===== config.mk =====
export PLATFORM = sky130hd
export DESIGN_NAME = multicycle_controller
export DESIGN_NICKNAME = d
export VERILOG_FILES = /design/src/rtl/multicycle_controller.sv
export SDC_FILE = /design/constraint.sdc
export NUM_CORES = 1
export LEC_CHECK = 0
export ABC_AREA = 1
export CAP_MARGIN = 20
export CELL_PAD_IN_SITES_DETAIL_PLACEMENT = 1
export CELL_PAD_IN_SITES_GLOBAL_PLACEMENT = 2
export CORE_ASPECT_RATIO = 0.7
export CORE_MARGIN = 2
export CORE_UTILIZATION = 20
export CTS_CLUSTER_DIAMETER = 80
export DETAILED_ROUTE_END_ITERATION = 8
export HOLD_SLACK_MARGIN = 0.05
export PLACE_DENSITY_LB_ADDON = 0.1
export REMOVE_ABC_BUFFERS = 1
export SLEW_MARGIN = 5
export SYNTH_ARGS = -nofsm -noshare
export SYNTH_HDL_FRONTEND = slang
export SYNTH_SLANG_ARGS = --single-unit

===== constraint.sdc =====
create_clock -name clk -period 1.37 [get_ports clk]
set_input_delay 0.411 -clock clk [delete_from_list [all_inputs] [get_ports clk]]
set_output_delay 0.411 -clock clk [all_outputs]
set_load 0.05 [all_outputs]

===== src/rtl/multicycle_controller.sv =====
// multicycle_controller: multicycle CPU control FSM (clk, reset, opcode, zero, mem_ready -> datapath controls, state, instr_done, illegal_op, retired_count)
module multicycle_controller (
  input  logic        clk,
  input  logic        reset,
  input  logic [5:0]  opcode,
  input  logic        zero,
  input  logic        mem_ready,
  output logic        pc_write,
  output logic        pc_write_cond,
  output logic        ir_write,
  output logic        mem_read,
  output logic        mem_write,
  output logic        reg_write,
  output logic        reg_dst,
  output logic        memto_reg,
  output logic        alu_src_a,
  output logic [1:0]  alu_src_b,
  output logic [1:0]  alu_op,
  output logic [1:0]  pc_source,
  output logic [3:0]  state,
  output logic        instr_done,
  output logic        illegal_op,
  output logic [15:0] retired_count
);
  localparam logic [5:0] OP_R = 6'b000000, OP_LW = 6'b100011, OP_SW = 6'b101011,
                         OP_BEQ = 6'b000100, OP_J = 6'b000010, OP_ADDI = 6'b001000;
  typedef enum logic [3:0] {
    IDLE = 4'd0, FETCH = 4'd1, DECODE = 4'd2, MEM_ADDR = 4'd3, MEM_READ = 4'd4,
    MEM_WB = 4'd5, MEM_WRITE = 4'd6, EXECUTE = 4'd7, ALU_WB = 4'd8, BRANCH = 4'd9,
    JUMP = 4'd10, ADDI_EX = 4'd11, ADDI_WB = 4'd12
  } state_t;
  state_t cur;
  logic unused_zero;
  assign unused_zero = zero;
  assign state = cur;
  always_ff @(posedge clk)
    if (reset) begin
      cur <= IDLE;
      retired_count <= '0;
    end else begin
      if (instr_done) retired_count <= retired_count + 16'd1;
      case (cur)
        IDLE:      cur <= FETCH;
        FETCH:     cur <= mem_ready ? DECODE : FETCH;
        DECODE:    cur <= (opcode == OP_LW || opcode == OP_SW) ? MEM_ADDR :
                          opcode == OP_R    ? EXECUTE :
                          opcode == OP_BEQ  ? BRANCH  :
                          opcode == OP_J    ? JUMP    :
                          opcode == OP_ADDI ? ADDI_EX : FETCH;
        MEM_ADDR:  cur <= opcode == OP_SW ? MEM_WRITE : MEM_READ;
        MEM_READ:  cur <= mem_ready ? MEM_WB : MEM_READ;
        MEM_WRITE: cur <= mem_ready ? FETCH : MEM_WRITE;
        EXECUTE:   cur <= ALU_WB;
        ADDI_EX:   cur <= ADDI_WB;
        default:   cur <= FETCH;
      endcase
    end
  assign mem_read      = cur == FETCH || cur == MEM_READ;
  assign ir_write      = cur == FETCH && mem_ready;
  assign pc_write      = (cur == FETCH && mem_ready) || cur == JUMP;
  assign pc_write_cond = cur == BRANCH;
  assign mem_write     = cur == MEM_WRITE;
  assign reg_write     = cur == MEM_WB || cur == ALU_WB || cur == ADDI_WB;
  assign reg_dst       = cur == ALU_WB;
  assign memto_reg     = cur == MEM_WB;
  assign alu_src_a     = cur inside {MEM_ADDR, EXECUTE, BRANCH, ADDI_EX};
  assign alu_src_b     = cur == FETCH ? 2'b01 : cur == DECODE ? 2'b11 :
                         (cur == MEM_ADDR || cur == ADDI_EX) ? 2'b10 : 2'b00;
  assign alu_op        = cur == EXECUTE ? 2'b10 : cur == BRANCH ? 2'b01 : 2'b00;
  assign pc_source     = cur == BRANCH ? 2'b01 : cur == JUMP ? 2'b10 : 2'b00;
  assign instr_done    = cur inside {MEM_WB, ALU_WB, BRANCH, JUMP, ADDI_WB} ||
                         (cur == MEM_WRITE && mem_ready);
  assign illegal_op    = cur == DECODE && !(opcode inside {OP_R, OP_LW, OP_SW, OP_BEQ, OP_J, OP_ADDI});
endmodule


==> results of run 1 <==
[critical path: stages, from the launching register on]
cell     delay, ns
dfxtp_2       0.36
buf_6         0.12
nor2_4        0.13
nand2_4       0.09
buf_6         0.13
nand2_4       0.05
nor2_4        0.04
nand2_4       0.07
buf_12        0.13
[placed cells by master, fill, tap and decap left out, types with 10 or more instances in the layout]
master and n:
nand2_1 53, buf_4 49, buf_12 40, nor2_1 27, nand3_1 23, inv_1 13
a21oi_2 11, nand2_2 10, buf_6 10
[flip-flops by register name (all words and copies together), names as in the netlist]
register,flops
retired_count,16
state,4
[how the worst max path moves through the flow]
stage,startpoint,to,slack [ns],depth (start not counted)
finish,state[1],instr_done,-0.45,8
global route,state[3],instr_done,-0.50,7
CTS,state[1],instr_done,-0.43,8
detailed placement,opcode[2],illegal_op,-0.79,6
global placement,opcode[2],illegal_op,-0.73,6
floorplan,state[1],illegal_op,-1.21,4
[through the flow]
step / worst slack, ns / instance area, um2
after floorplan: -1.21 / 1360
after global placement: -0.732 / 2760
after detailed placement: -0.788 / 2760
after CTS: -0.432 / 3080
after global routing: -0.497 / 3220
final: -0.445 / 3220
[power groups by stage]
stage	Clock [W]	Combinational [W]	Sequential (W)
detailed placement	0	0.000445	0.000611
CTS	0.000631	0.000486	0.000594
global route	0.000662	0.000530	0.000590
floorplan	0	0.000151	0.000639
global placement	0	0.000441	0.000611
finish	0.000628	0.000501	0.000589
[cell families (layout without fill, tap and decap cells)]
family / after synthesis / after routing
compound gates: 26 / 26
xor+xnor: 3 / 3
fa+ha+maj: 1 / 1
buf+inv: 33 / 140
flops: 20 / 20
simple gates: 155 / 155
[layout make-up]
cell class                      count  area [um2]
Clock buffer                        3        41.3
Clock inverter                      1        30.0
Fill cell                         823        3560
Inverter                           26         114
Multi-Input combinational cell    185        1080
Sequential cell                    20         432
Tap cell                           94         118
Timing Repair Buffer              110        1410
[metal layers]
| metal | global-route usage, % | vias to the layer above | share of wire, % |
|---|---|---|---|
| li1 | - | 979 | - |
| met1 | 25.2 | 874 | 55 |
| met4 | 1.80 | 0 | 0.34 |
| met3 | 2.45 | 4 | 2.1 |
| met5 | 0 | - | 0 |
| met2 | 25.1 | 21 | 42 |
[what timing repair did]
item / CTS / global route
cloned: 1 / 1
pin swaps: 18 / 16
setup endpoints to repair: 47 / 46
setup buffers: 3 / 4
gates resized for setup: 85 / 38
==> run_results.csv, run 1 <==
group,metric,value,unit
global_route,grt_usage,16.5,%
worst_setup_path,rr_endpoint,"retired_count[4]",
power,power.density,532,nW/um2
power,combPwrFrac,29.2,%
worst_setup_path,end_kind,"output pin",
detailed_routing,drtIter0Drc,48,
synthesis,synth_top_area_share,28.3,%
global_route,gr-total-overflow,0,
final_layout,syn2layout_area_growth,128,%
global_route,grt_start_max_net_pins,16,
clock_network,clockRootBuffer,"clkbuf_8",
worst_setup_path,path_class,"reg -> out",
synthesis,ys_seq_area_share,28.3,%
floorplan,die_w,104,um
detailed_routing,drc,0,
clock_network,clockBufferDepth,2,
synthesis,muxShareOfSynthArea,0,%
timing,max_slew.worst_pin.slew,0.332,ns
floorplan,num_io_pins,47,
timing,skew,0.0109,ns
worst_setup_path,critPathLaunchType,"register",
synthesis,synth_cell_types,26,
power,p_clk_share,36.6,%
synthesis,synth.most_common_cell,"nand2_1",
timing,holdWs,0.546,ns
worst_hold_path,hold_start,"retired_count[7]",
power,p_int,0.00120,W
synthesis,syn_area_per_cell,5.94,um2
clock_network,cts_hold_buffers,0,
global_route,antenna_found_initial,0,
timing,rsz0062_at_grt,"true",
timing,fin_ws,-0.445,ns
worst_hold_path,holdPathStages,2,
global_route,grt_pass1_vias,1942,
timing,relSlewSlack,77.8,%
placed_design,dpl.hpwl,4.68,mm
synthesis,postSynthCellCount,238,
clock_network,cts_tree,"built",
floorplan,rows,25,
detailed_routing,antenna_left,0,
worst_hold_path,hold_class,"reg -> reg",
worst_setup_path,cp.arrival,1.40,ns
placed_design,place.gp.congestion,0.776,
worst_hold_path,hold_end,"retired_count[7]",
synthesis,yosys.area_share.simple,49.0,%
timing,fmax,0.551,GHz
synthesis,synth_xor_area_share,1.86,%
worst_setup_path,regToRegSetupSlack,-0.29,ns
power,p_switching,0.000519,W
placed_design,numPortBuffers,45,
floorplan,core_area,6790,um2
worst_setup_path,worstPathMaxFanout,3,
global_route,grt_pass1_wl,10.0,mm
synthesis,synth_top_cells_by_area,"dfxtp_1 28%, nand2_1 18%, nand3_1 11%, nor2_1 9.3%, a21oi_1 6.4%",
worst_setup_path,timing.rr.start,"state[1]",
timing,post-route-min-period,1.82,ns
timing,fin_crit_sh,133,%
clock_network,cts.clk_slew.worst_paths,0.09,ns
power,p_seq_share,34.3,%
placed_design,dp.cells,428,
timing,slew_viol_final,0,
final_layout,utilization,47.5,%
clock_network,htreeDepth,1,
detailed_routing,firstDrtPassIters,4,
power,ir_drop,0.000298,V
final_layout,nNetsFinal,357,
clock_network,clkLatencyLatePin,0.27,ns
flow_run,drv_cap,0,
synthesis,synthAdderAreaFrac,0.886,%
final_layout,drive_gt1_share,55.4,%
power,power.leakage,1.36,nW
synthesis,synth_edf_count,0,
power,p_sw_share,30.3,%
synthesis,ys_top_cells_by_count,"66 x nand2_1, 35 x nor2_1, 32 x nand3_1",
synthesis,synth_top_family_by_area,"simple AND/OR/NAND/NOR gates",
detailed_routing,dr_total_vias,1878,
timing,setup-violations-final,33,
clock_network,cts_buffers,3,
run_status,violations,"negative setup slack",
worst_setup_path,r2r_cells,12,
synthesis,ys.flop_type,"dfxtp_1",
floorplan,die_area,7760,um2
synthesis,async_flop_share,0,%
timing,hold_violations,0,
floorplan,dieHeight,74.3,um
detailed_routing,wl_per_cell,14.1,um
detailed_routing,viasPerCell,4.28,
final_layout,antenna_cells,0,
synthesis,synth_area,1410,um2
detailed_routing,routed_wl,6.18,mm
worst_setup_path,crit_required,0.96,ns
final_layout,instances_no_fill,439,
power,total_power,0.00172,W
synthesis,synth_seq_cells,20,
timing,tns,-10.23,ns
synthesis,synth_compound_area_share,9.48,%
run_status,status,"finished, violations left",
synthesis,synth_area_leader_cell,"dfxtp_1",
clock_network,clkSinkCount,20,
synthesis,yosysWarningCount,0,
floorplan,initial_core_util,20.8,%
Note: power is estimated with default switching activity, not from simulation.
==> run 2: changes to the inputs <==
--- a/config.mk
+++ b/config.mk
@@ -6,7 +6,6 @@
 export NUM_CORES = 1
 export LEC_CHECK = 0
 export ABC_AREA = 1
-export CAP_MARGIN = 20
 export CELL_PAD_IN_SITES_DETAIL_PLACEMENT = 1
 export CELL_PAD_IN_SITES_GLOBAL_PLACEMENT = 2
 export CORE_ASPECT_RATIO = 0.7
==> results of run 2 <==
Same layout as run 1: the final DEF is identical, and so are final timing and power.
